`src/rtl/instr_field_encoder_pkg.sv`:
```
// Shared definitions for the instruction field encoder: format codes, FSM states,
// MIPS field positions and the word-packing helper.
package instr_field_encoder_pkg;

  typedef enum logic [1:0] {
    FMT_R     = 2'd0,
    FMT_SHIFT = 2'd1,
    FMT_I     = 2'd2,
    FMT_J     = 2'd3
  } fmt_e;

  typedef enum logic [2:0] {
    StIdle   = 3'd0,
    StPack   = 3'd1,
    StWrite  = 3'd2,
    StErr    = 3'd3,
    StVerify = 3'd4
  } state_e;

  localparam int unsigned OP_MSB = 31;
  localparam int unsigned RS_LSB = 21;
  localparam int unsigned RT_LSB = 16;
  localparam int unsigned RD_LSB = 11;
  localparam int unsigned SH_LSB = 6;

  localparam int unsigned IMM_W = 16;
  localparam int unsigned SH_W  = 5;
  localparam int unsigned JT_W  = 26;

  function automatic logic [31:0] pack_word(input fmt_e        fmt,
                                            input logic [5:0]  op,
                                            input logic [4:0]  rs,
                                            input logic [4:0]  rt,
                                            input logic [4:0]  rd,
                                            input logic [5:0]  funct,
                                            input logic [31:0] value);
    logic [31:0] w;
    w = '0;
    w[OP_MSB -: 6] = op;
    case (fmt)
      FMT_R: begin
        w[RS_LSB +: 5] = rs;
        w[RT_LSB +: 5] = rt;
        w[RD_LSB +: 5] = rd;
        w[5:0]         = funct;
      end
      FMT_SHIFT: begin
        w[RT_LSB +: 5]    = rt;
        w[RD_LSB +: 5]    = rd;
        w[SH_LSB +: SH_W] = value[SH_W-1:0];
        w[5:0]            = funct;
      end
      FMT_I: begin
        w[RS_LSB +: 5]  = rs;
        w[RT_LSB +: 5]  = rt;
        w[IMM_W-1:0]    = value[IMM_W-1:0];
      end
      default: w[JT_W-1:0] = value[JT_W-1:0];
    endcase
    return w;
  endfunction

endpackage

```
`src/rtl/instr_field_encoder_if.sv`:
```
// Field-bundle handshake plus instruction-memory write bus.
// mem_rdata exists only when INSTR_ENCODER_READBACK_EN is defined.
interface instr_field_encoder_if #(
  parameter int unsigned ADDR_W = 10
);
  logic              in_valid;
  logic              in_ready;
  logic [1:0]        fmt;
  logic [5:0]        opcode;
  logic [4:0]        rs;
  logic [4:0]        rt;
  logic [4:0]        rd;
  logic [5:0]        funct;
  logic [31:0]       value;
  logic              imm_signed;
  logic              mem_we;
  logic [ADDR_W-1:0] mem_addr;
  logic [31:0]       mem_wdata;
  logic              mem_ack;
`ifdef INSTR_ENCODER_READBACK_EN
  logic [31:0]       mem_rdata;

  modport master (
    output in_valid, fmt, opcode, rs, rt, rd, funct, value, imm_signed, mem_ack, mem_rdata,
    input  in_ready, mem_we, mem_addr, mem_wdata
  );
  modport slave (
    input  in_valid, fmt, opcode, rs, rt, rd, funct, value, imm_signed, mem_ack, mem_rdata,
    output in_ready, mem_we, mem_addr, mem_wdata
  );
`else
  modport master (
    output in_valid, fmt, opcode, rs, rt, rd, funct, value, imm_signed, mem_ack,
    input  in_ready, mem_we, mem_addr, mem_wdata
  );
  modport slave (
    input  in_valid, fmt, opcode, rs, rt, rd, funct, value, imm_signed, mem_ack,
    output in_ready, mem_we, mem_addr, mem_wdata
  );
`endif
endinterface

```
`src/rtl/instr_field_encoder_range_check.sv`:
```
// Accepts a value only if the CPU-side extender would reproduce it exactly.
module instr_range_check
  import instr_field_encoder_pkg::*;
(
  input  fmt_e        fmt_i,
  input  logic        imm_signed_i,
  input  logic [31:0] value_i,
  output logic        ok_o
);

  always_comb begin
    ok_o = 1'b0;
    unique case (fmt_i)
      FMT_R:     ok_o = 1'b1;
      FMT_SHIFT: ok_o = (value_i[31:SH_W] == '0);
      // Signed immediates: bits above the sign bit must replicate it.
      FMT_I:     ok_o = imm_signed_i ? (&value_i[31:IMM_W-1] | ~|value_i[31:IMM_W-1])
                                     : (value_i[31:IMM_W] == '0);
      FMT_J:     ok_o = (value_i[31:JT_W] == '0);
      default:   ok_o = 1'b0;
    endcase
  end

endmodule

```
`src/rtl/instr_field_encoder.sv`:
```
// Packs decoded fields into MIPS words and writes them to sequential memory addresses.
// Optional INSTR_ENCODER_READBACK_EN adds a read-back verify step after each write.
module instr_field_encoder
  import instr_field_encoder_pkg::*;
#(
  parameter int unsigned ADDR_W = 10,
  parameter int unsigned DEPTH  = 1024
) (
  input  logic                  clk,
  input  logic                  rst_n,
  instr_field_encoder_if.slave  bus,
  output logic                  err_o,
  input  logic                  err_clr_i,
  output logic                  full_o,
  output logic [ADDR_W:0]       count_o
);

  localparam logic [ADDR_W:0]   DepthCnt = (ADDR_W+1)'(DEPTH);
  localparam logic [ADDR_W-1:0] LastAddr = ADDR_W'(DEPTH - 1);

  state_e            state_q, state_d;
  logic              err_q, err_d;
  logic [31:0]       wdata_q, wdata_d;
  logic [ADDR_W-1:0] addr_q, addr_d;
  logic [ADDR_W:0]   count_q, count_d;

  fmt_e        fmt_q;
  logic [5:0]  op_q, funct_q;
  logic [4:0]  rs_q, rt_q, rd_q;
  logic [31:0] value_q;
  logic        imm_signed_q;

  logic accept, range_ok, advance;

  instr_range_check u_range_check (
    .fmt_i        (fmt_q),
    .imm_signed_i (imm_signed_q),
    .value_i      (value_q),
    .ok_o         (range_ok)
  );

  assign full_o       = (count_q == DepthCnt);
  assign bus.in_ready = (state_q == StIdle) && !full_o;
  assign accept       = bus.in_valid && bus.in_ready;
  assign bus.mem_we   = (state_q == StWrite);
  assign bus.mem_addr = addr_q;
  assign bus.mem_wdata = wdata_q;
  assign err_o        = err_q;
  assign count_o      = count_q;

  always_comb begin
    state_d = state_q;
    err_d   = err_q;
    wdata_d = wdata_q;
    advance = 1'b0;
    case (state_q)
      StIdle: if (accept) state_d = StPack;
      StPack: begin
        if (range_ok) begin
          wdata_d = pack_word(fmt_q, op_q, rs_q, rt_q, rd_q, funct_q, value_q);
          state_d = StWrite;
        end else begin
          err_d   = 1'b1;
          state_d = StErr;
        end
      end
      StWrite: begin
        if (bus.mem_ack) begin
`ifdef INSTR_ENCODER_READBACK_EN
          state_d = StVerify;
`else
          advance = 1'b1;
          state_d = StIdle;
`endif
        end
      end
`ifdef INSTR_ENCODER_READBACK_EN
      StVerify: begin
        if (bus.mem_rdata == wdata_q) begin
          advance = 1'b1;
          state_d = StIdle;
        end else begin
          err_d   = 1'b1;
          state_d = StErr;
        end
      end
`endif
      StErr: begin
        if (err_clr_i) begin
          err_d   = 1'b0;
          state_d = StIdle;
        end
      end
      default: state_d = StIdle;
    endcase
  end

  // Address saturates on the last word so it never points past DEPTH-1 once full.
  always_comb begin
    count_d = count_q;
    addr_d  = addr_q;
    if (advance) begin
      count_d = count_q + 1'b1;
      addr_d  = (addr_q == LastAddr) ? addr_q : addr_q + 1'b1;
    end
  end

  always_ff @(posedge clk or negedge rst_n) begin
    if (!rst_n) begin
      state_q <= StIdle;
      err_q   <= 1'b0;
      wdata_q <= '0;
      addr_q  <= '0;
      count_q <= '0;
    end else begin
      state_q <= state_d;
      err_q   <= err_d;
      wdata_q <= wdata_d;
      addr_q  <= addr_d;
      count_q <= count_d;
    end
  end

  always_ff @(posedge clk or negedge rst_n) begin
    if (!rst_n) begin
      fmt_q        <= FMT_R;
      op_q         <= '0;
      rs_q         <= '0;
      rt_q         <= '0;
      rd_q         <= '0;
      funct_q      <= '0;
      value_q      <= '0;
      imm_signed_q <= 1'b0;
    end else if (accept) begin
      fmt_q        <= fmt_e'(bus.fmt);
      op_q         <= bus.opcode;
      rs_q         <= bus.rs;
      rt_q         <= bus.rt;
      rd_q         <= bus.rd;
      funct_q      <= bus.funct;
      value_q      <= bus.value;
      imm_signed_q <= bus.imm_signed;
    end
  end

endmodule

```
`src/flat_wrapper.sv`:
```
// flat-port wrapper written by rule: the top's interface ports become plain ports
module instr_field_encoder_flat import instr_field_encoder_pkg::*;
#(
  parameter int unsigned ADDR_W = 10,
  parameter int unsigned DEPTH  = 1024
)
  (clk, rst_n, err_o, err_clr_i, full_o, count_o, bus_in_valid, bus_fmt, bus_opcode, bus_rs, bus_rt, bus_rd, bus_funct, bus_value, bus_imm_signed, bus_mem_ack, bus_in_ready, bus_mem_we, bus_mem_addr, bus_mem_wdata);
  instr_field_encoder_if #(.ADDR_W(ADDR_W)) bus_i ();
  input  logic clk;
  input  logic rst_n;
  output logic err_o;
  input  logic err_clr_i;
  output logic full_o;
  output logic [ADDR_W:0] count_o;
  input wire logic [$bits(bus_i.in_valid)-1:0] bus_in_valid;
  input wire logic [$bits(bus_i.fmt)-1:0] bus_fmt;
  input wire logic [$bits(bus_i.opcode)-1:0] bus_opcode;
  input wire logic [$bits(bus_i.rs)-1:0] bus_rs;
  input wire logic [$bits(bus_i.rt)-1:0] bus_rt;
  input wire logic [$bits(bus_i.rd)-1:0] bus_rd;
  input wire logic [$bits(bus_i.funct)-1:0] bus_funct;
  input wire logic [$bits(bus_i.value)-1:0] bus_value;
  input wire logic [$bits(bus_i.imm_signed)-1:0] bus_imm_signed;
  input wire logic [$bits(bus_i.mem_ack)-1:0] bus_mem_ack;
  output wire logic [$bits(bus_i.in_ready)-1:0] bus_in_ready;
  output wire logic [$bits(bus_i.mem_we)-1:0] bus_mem_we;
  output wire logic [$bits(bus_i.mem_addr)-1:0] bus_mem_addr;
  output wire logic [$bits(bus_i.mem_wdata)-1:0] bus_mem_wdata;
  assign bus_i.in_valid = bus_in_valid;
  assign bus_i.fmt = bus_fmt;
  assign bus_i.opcode = bus_opcode;
  assign bus_i.rs = bus_rs;
  assign bus_i.rt = bus_rt;
  assign bus_i.rd = bus_rd;
  assign bus_i.funct = bus_funct;
  assign bus_i.value = bus_value;
  assign bus_i.imm_signed = bus_imm_signed;
  assign bus_i.mem_ack = bus_mem_ack;
  assign bus_in_ready = bus_i.in_ready;
  assign bus_mem_we = bus_i.mem_we;
  assign bus_mem_addr = bus_i.mem_addr;
  assign bus_mem_wdata = bus_i.mem_wdata;
  instr_field_encoder #(.ADDR_W(ADDR_W), .DEPTH(DEPTH)) u_core (.clk(clk), .rst_n(rst_n), .bus(bus_i), .err_o(err_o), .err_clr_i(err_clr_i), .full_o(full_o), .count_o(count_o));
endmodule
```
`config.mk`:
```
export PLATFORM = sky130hd
export DESIGN_NAME = instr_field_encoder_flat
export DESIGN_NICKNAME = d
export VERILOG_FILES = /design/src/rtl/instr_field_encoder_pkg.sv /design/src/rtl/instr_field_encoder_if.sv /design/src/rtl/instr_field_encoder_range_check.sv /design/src/rtl/instr_field_encoder.sv /design/src/flat_wrapper.sv
export SDC_FILE = /design/constraint.sdc
export NUM_CORES = 1
export LEC_CHECK = 0
export CAP_MARGIN = 40
export CORE_ASPECT_RATIO = 0.75
export CORE_MARGIN = 2
export CORE_UTILIZATION = 50
export CTS_CLUSTER_SIZE = 8
export DETAILED_ROUTE_END_ITERATION = 10
export PLACE_DENSITY_LB_ADDON = 0.1
export RECOVER_POWER = 25
export SYNTH_ARGS = -nofsm -noshare
export SYNTH_HDL_FRONTEND = slang
export SYNTH_HIERARCHICAL = 1
export SYNTH_SLANG_ARGS = --single-unit
```
`constraint.sdc`:
```
create_clock -name clk -period 2.75 [get_ports clk]
set_input_delay 0.825 -clock clk [delete_from_list [all_inputs] [get_ports clk]]
set_output_delay 0.825 -clock clk [all_outputs]
set_load 0.02 [all_outputs]
```
==> reports/metrics.csv, run 1 <==
metric,value,unit
run status,"complete, no violations",
wire per inst,17.3,um
largest net degree at the start of global routing,46,
count of mapped cells out of synthesis,398,
power density relative to cell area,1200,nW/um2
Post-synth EDFFs,0,
P_int,5.92,mW
detailed-route vias per instance,5.19,
critical path launch point type,flop,
synthesis-to-finish area growth,37.5,%
Post-synth top flop,sky130_fd_sc_hd__dfrtp_1,
largest fanout on the critical path,5,
final count of hold timing violations,0,
H-tree level count,4,
area of the multi-input gates,2180,um2
critical path's top delay family,simple AND/OR/NAND/NOR gates,
dpl cells,650,
setup repair after global routing missed its margin,false,
Post-synth top cells,"sky130_fd_sc_hd__dfrtp_1 (118), sky130_fd_sc_hd__mux2_4 (59), sky130_fd_sc_hd__nand2_1 (40), sky130_fd_sc_hd__o21ai_0 (31), sky130_fd_sc_hd__mux2i_1 (16)",
initial antenna violation count,0,
hold-critical path depth,2,
initial drt markers,166,
number of buffers inserted during clock tree synthesis,17,
biggest cell delay along the critical path,440,ps
crit path capture type,output pin,
final setup violation count,0,
width of the die,123,um
switch share,32.7,%
normalized max-slew margin,26.5,%
clk buf depth,2,
clock-pin slew on the worst setup and hold paths,60,ps
number of ports placed on the die boundary,124,
grt total ovfl,0,
highest attainable clock frequency,383,MHz
clock insertion delay at the later pin of the skew report,410,ps
"FFs w/ async S/R, synth",100,%
Yosys cell types,38,
first-pass GRT wire length,19300,um
non-filler instance count after layout,682,
final count of pins violating max slew,0,
FF/Latch Area,2950,um2
cell type of the slowest stage on the worst timing path,sky130_fd_sc_hd__dfrtp_1,
port buffer count,123,
RePlAce Congestion,0.766,
vertical extent of the die,93.3,um
Sw Pwr,2.87,mW
share of the synthesized area in the top cell type,55.5,%
netlist area before placement,5320,um2
NumNets Final,603,
detailed-route DRC error count,0,
Worst Path Arrival,1790,ps
antenna diode count,0,
Core ar.,10300,um2
share of the yosys chip area belonging to registers,55.5,%
number of logic stages on the critical path including buffering,4,
overall routing resource usage,22.4,%
fill cell total of the finished layout,733,
Max-cap violations,0,
full die area,11500,um2
number of cells on the worst reg-to-reg path,10,
count of state elements after synthesis,118,
required time reported for the critical path endpoint,1930,ps
number of detailed-routing iterations run before antenna repair,4,
share of cells above drive strength 1,22.9,%
total clock sinks,118,
post-synthesis cell type with the largest combined area,sky130_fd_sc_hd__dfrtp_1,
count of antenna-violating nets left after detailed routing,0,
maximum ir drop on the vdd rail,0.582,mV
path class of the lowest-slack min-delay path,flop to flop,
number of hold buffers added after cts,0,
Synthesis Warnings,6,
worst setup path class,flop to output pin,
buffers plus inverters on the worst setup path,1,
leak pwr,3.38,nW
fraction of power consumed by combinational cells,37.2,%
via count of the routed design,3539,
synth top area cells,"sky130_fd_sc_hd__dfrtp_1 (56%), sky130_fd_sc_hd__mux2_4 (17%), sky130_fd_sc_hd__mux2i_1 (3.0%)",
total nets after synthesis,468,
crit path time final,2610,ps
cell chosen for the clock root,sky130_fd_sc_hd__clkbuf_16,
power share of the sequential group,36.1,%
"critical path, cell by cell",nor4_2 -> and4_4 -> nor3_1 -> dlygate4sd2_1,
detailed placer's ending HPWL,8260,um
Post-Route Skew,9.84,ps
Power Total,8.79,mW
crit share post-route,95.0,%
vias in the first global route,3710,
clock tree from TritonCTS,done,
pin slew with the least headroom to its limit,1100,ps
number of standard-cell rows in the floorplan,32,
Initial Utilization,51.5,%
Sum Neg Setup Slack,0,ps
synthesized area per cell,13.4,um2
final wirelength,11800,um
Clk pwr share,26.7,%
"count leader, synth",sky130_fd_sc_hd__dfrtp_1,
-- sequential cells by signal, indices dropped and copies added, names as in the netlist --
| name | flops |
|---|---|
| u_core/rt_q | 5 |
| u_core/state_q | 2 |
| u_core/err_o | 1 |
| u_core/bus.mem_addr | 10 |
| u_core/bus.mem_wdata | 32 |
| u_core/rd_q | 5 |
| u_core/op_q | 6 |
| u_core/rs_q | 5 |
| u_core/funct_q | 6 |
| u_core/imm_signed_q | 1 |
| u_core/value_q | 32 |
| u_core/fmt_q | 2 |
| u_core/count_o | 11 |
-- placed cells by master (no fill, tap or decap), types with 7 or more instances in the layout --
| cell type | netlist | routed |
|---|---|---|
| sky130_fd_sc_hd__mux2_2 | 11 | 11 |
| sky130_fd_sc_hd__inv_1 | 7 | 7 |
| sky130_fd_sc_hd__nor4_1 | 7 | 7 |
| sky130_fd_sc_hd__nand3_1 | 10 | 10 |
| sky130_fd_sc_hd__mux2_4 | 59 | 59 |
| sky130_fd_sc_hd__clkdlybuf4s50_1 | 0 | 120 |
| sky130_fd_sc_hd__o21ai_0 | 31 | 31 |
| sky130_fd_sc_hd__nand2_1 | 40 | 39 |
| sky130_fd_sc_hd__mux2i_1 | 16 | 16 |
| sky130_fd_sc_hd__clkbuf_16 | 0 | 17 |
| sky130_fd_sc_hd__xnor2_1 | 11 | 11 |
| sky130_fd_sc_hd__buf_4 | 0 | 8 |
| sky130_fd_sc_hd__dfrtp_1 | 118 | 118 |
-- per-layer routing --
| layer | vias up | GRT usage [%] | share of wire (%) |
|---|---|---|---|
| met5 | - | 0 | 0 |
| met4 | 0 | 8.52 | 1.0 |
| met3 | 10 | 4.88 | 3.9 |
| met2 | 89 | 34.7 | 48 |
| met1 | 1750 | 31.0 | 47 |
| li1 | 1690 | - | - |
-- cell families (layout without fill, tap and decap cells) --
kind of cell	Yosys count	after routing	synth area share, %
AOI/OAI and AO/OA	50	50	5.23
and+or+nand+nor	100	100	10.2
adders and majority gates	3	3	0.706
DFF	118	118	55.5
xor gates and xnor gates	15	15	2.47
buffers and inverters	26	174	3.84
muxes	86	86	22.0
-- what timing repair did --
action,CTS,global route
resized for setup,2,5
buffers inserted,0,0
hold endpoints to repair,0,0
endpoints found under the setup margin,2,22
-- tightest hold or removal path, stage by stage (launching register included) --
cell and delay, ps:
sky130_fd_sc_hd__dfrtp_1 340, sky130_fd_sc_hd__nand2_1 40, sky130_fd_sc_hd__o21ai_0 60
-- through the flow --
step	utilization [%]	hold WS [ps]	instance area, um2	setup WS, ps
floorplan	-	473	5320	489
finish	70.8	482	7310	139
detailed placement	64.5	470	6670	67.5
global placement	64.5	462	6670	108
CTS	70.7	429	7300	40.7
global route	70.8	493	7310	14.7
-- worst paths after layout --
| check | start | to | slack, ps |
|---|---|---|---|
| max in group asynchronous | rst_n | u_core/funct_q[4] | 800 |
| worst max-delay path | u_core/count_o[8] | bus_in_ready | 140 |
| worst max register to register | u_core/value_q[17] | u_core/bus.mem_wdata[18] | 200 |
| min in group asynchronous | rst_n | u_core/bus.mem_wdata[28] | 620 |
| worst min register to register | u_core/bus.mem_wdata[14] | u_core/bus.mem_wdata[14] | 480 |
| worst min-delay path | u_core/bus.mem_wdata[14] | u_core/bus.mem_wdata[14] | 480 |
-- power groups by stage --
stage | clock [mW] | sequential [mW] | combinational (mW)
after floorplan | 0 | 3.31 | 1.97
after global placement | 0 | 3.14 | 3.16
after detailed placement | 0 | 3.17 | 3.25
after CTS | 2.39 | 3.17 | 3.27
after global routing | 2.47 | 3.28 | 3.54
final | 2.35 | 3.18 | 3.27
-- layout make-up --
| cell class | count | share of cell area (%) |
|---|---|---|
| Clock inverter | 14 | 2.74 |
| Inverter | 7 | 0.359 |
| Multi-Input combinational cell | 254 | 29.8 |
| Timing Repair Buffer | 135 | 18.3 |
| Tap cell | 136 | 2.33 |
| Clock buffer | 18 | 6.01 |
| Sequential cell | 118 | 40.4 |
No activity file was read; power rests on OpenSTA's default activity.
==> run 2, diff against run 1 <==
Settings changed: CORE_UTILIZATION 50 to 30, SKIP_CTS_REPAIR_TIMING set to 1.
==> run 2 against run 1 <==
Wire length is 6.4% higher. Count of clock-buffer cells in the layout increased by 2. Combinational power barely moved. Critical path depth shrank 1. Non-clock buffer count shrank 3. Cell count is 15% higher. Global-route usage down 8.3 points. Flip-flop and latch count stayed put. Via count decreased by 1.9%. Largest cell class unchanged. Largest power group unchanged. Highest routed layer is now met5.
==> reports/metrics.csv, run 2 (synthesis results as in run 1) <==
metric,value,unit
initial drt markers,172,
setup repair after global routing missed its margin,false,
crit path time final,2580,ps
leak pwr,3.36,nW
RePlAce Congestion,0.750,
"critical path, cell by cell",nand2b_1 -> inv_1 -> clkdlybuf4s50_1,
detailed placer's ending HPWL,8540,um
number of standard-cell rows in the floorplan,42,
crit share post-route,93.7,%
normalized max-slew margin,31.8,%
buffers plus inverters on the worst setup path,2,
most frequent standard cell in the layout excluding fill and tap cells,sky130_fd_sc_hd__clkdlybuf4s50_1,
pin slew with the least headroom to its limit,1020,ps
maximum ir drop on the vdd rail,0.359,mV
synthesis-to-finish area growth,38.6,%
initial antenna violation count,1,
critical path's top delay family,buffers and inverters,
vias in the first global route,3639,
total clock sinks,118,
Core ar.,17500,um2
detailed-route DRC error count,0,
full die area,18800,um2
number of ports placed on the die boundary,124,
worst setup path class,flop to output pin,
port buffer count,123,
clock tree from TritonCTS,done,
share of cells above drive strength 1,21.9,%
highest attainable clock frequency,388,MHz
Worst Path Arrival,1750,ps
final count of hold timing violations,0,
number of buffers inserted during clock tree synthesis,17,
count of antenna-violating nets left after detailed routing,0,
crit path capture type,output pin,
cell type of the slowest stage on the worst timing path,sky130_fd_sc_hd__clkdlybuf4s50_1,
core occupancy in the finished layout,42.1,%
path class of the lowest-slack min-delay path,flop to flop,
wire per inst,16.0,um
detailed-route vias per instance,4.42,
power density relative to cell area,1160,nW/um2
non-filler instance count after layout,785,
overall routing resource usage,14.1,%
dpl cells,753,
NumNets Final,600,
first-pass GRT wire length,20200,um
Initial Utilization,30.4,%
width of the die,158,um
via count of the routed design,3472,
run status,"complete, no violations",
design area,7370,um2
Power Total,8.54,mW
final count of pins violating max slew,0,
cell chosen for the clock root,sky130_fd_sc_hd__clkbuf_16,
grt total ovfl,0,
H-tree level count,4,
clock-pin slew on the worst setup and hold paths,50,ps
clock insertion delay at the later pin of the skew report,400,ps
final setup violation count,0,
largest fanout on the critical path,9,
number of detailed-routing iterations run before antenna repair,4,
critical path launch point type,flop,
"leading cell types in the layout, fill and taps excluded","sky130_fd_sc_hd__clkdlybuf4s50_1 (120), sky130_fd_sc_hd__dfrtp_1 (118), sky130_fd_sc_hd__mux2_4 (59)",
antenna diode count,0,
biggest cell delay along the critical path,600,ps
Placed Area,6800,um2
Max-cap violations,0,
Post-Route Skew,11.8,ps
vertical extent of the die,119,um
required time reported for the critical path endpoint,1930,ps
final wirelength,12600,um
largest net degree at the start of global routing,49,
clk buf depth,2,
==> run 2: final timing paths <==
path / from / end / slack, ps / depth (start not counted)
worst min register to register: u_core/bus.mem_wdata[9] / u_core/bus.mem_wdata[9] / 480 / 2
worst min-delay path: u_core/bus.mem_wdata[9] / u_core/bus.mem_wdata[9] / 480 / 2
worst max-delay path: u_core/state_q[0] / bus_mem_we / 170 / 3
max in group asynchronous: rst_n / u_core/value_q[25] / 770 / 2
worst max register to register: u_core/value_q[21] / u_core/bus.mem_wdata[17] / 240 / 10
min in group asynchronous: rst_n / u_core/op_q[2] / 590 / 1
==> run 2: routing by layer <==
metal	routed length, um	global-route usage [%]	up-vias	part of all wire, %
li1	-	-	1693	-
met1	6410	21.1	1685	51
met2	5390	19.6	82	43
met3	673	4.26	10	5.4
met4	97	3.75	2	0.77
met5	8	0	-	0.064
==> run 2: cell type report <==
type                    instances  area, um2
well taps                     242        303
multi-input cells             254       2180
flip-flops and latches        118       2950
repair buffers                132       1330
fillers                      1662      10100
clock buffers                  20        447
clock inverters                12        129
inverters                       7       26.3
==> run 2: where the power goes <==
part           switching [mW]  internal [mW]
combinational            1.39           1.85
clock                   0.786           1.36
sequential              0.644           2.51
total                    2.82           5.72
==> run 2: worst register-to-register path: cells and delay by family, from the launching register on <==
family          cells  cell delay, ps
flops               1             420
simple gates        7            1320
buf+inv             1             260
compound gates      2             380
==> run 2: per-stage QoR <==
step                      TNS (ps)  hold WS (ps)  worst slack (ps)
after floorplan                  0           473               489
after global placement           0           461               162
after global routing             0           504              18.1
after CTS                     -283           417              -149
after detailed placement         0           471               150
final                            0           477               172
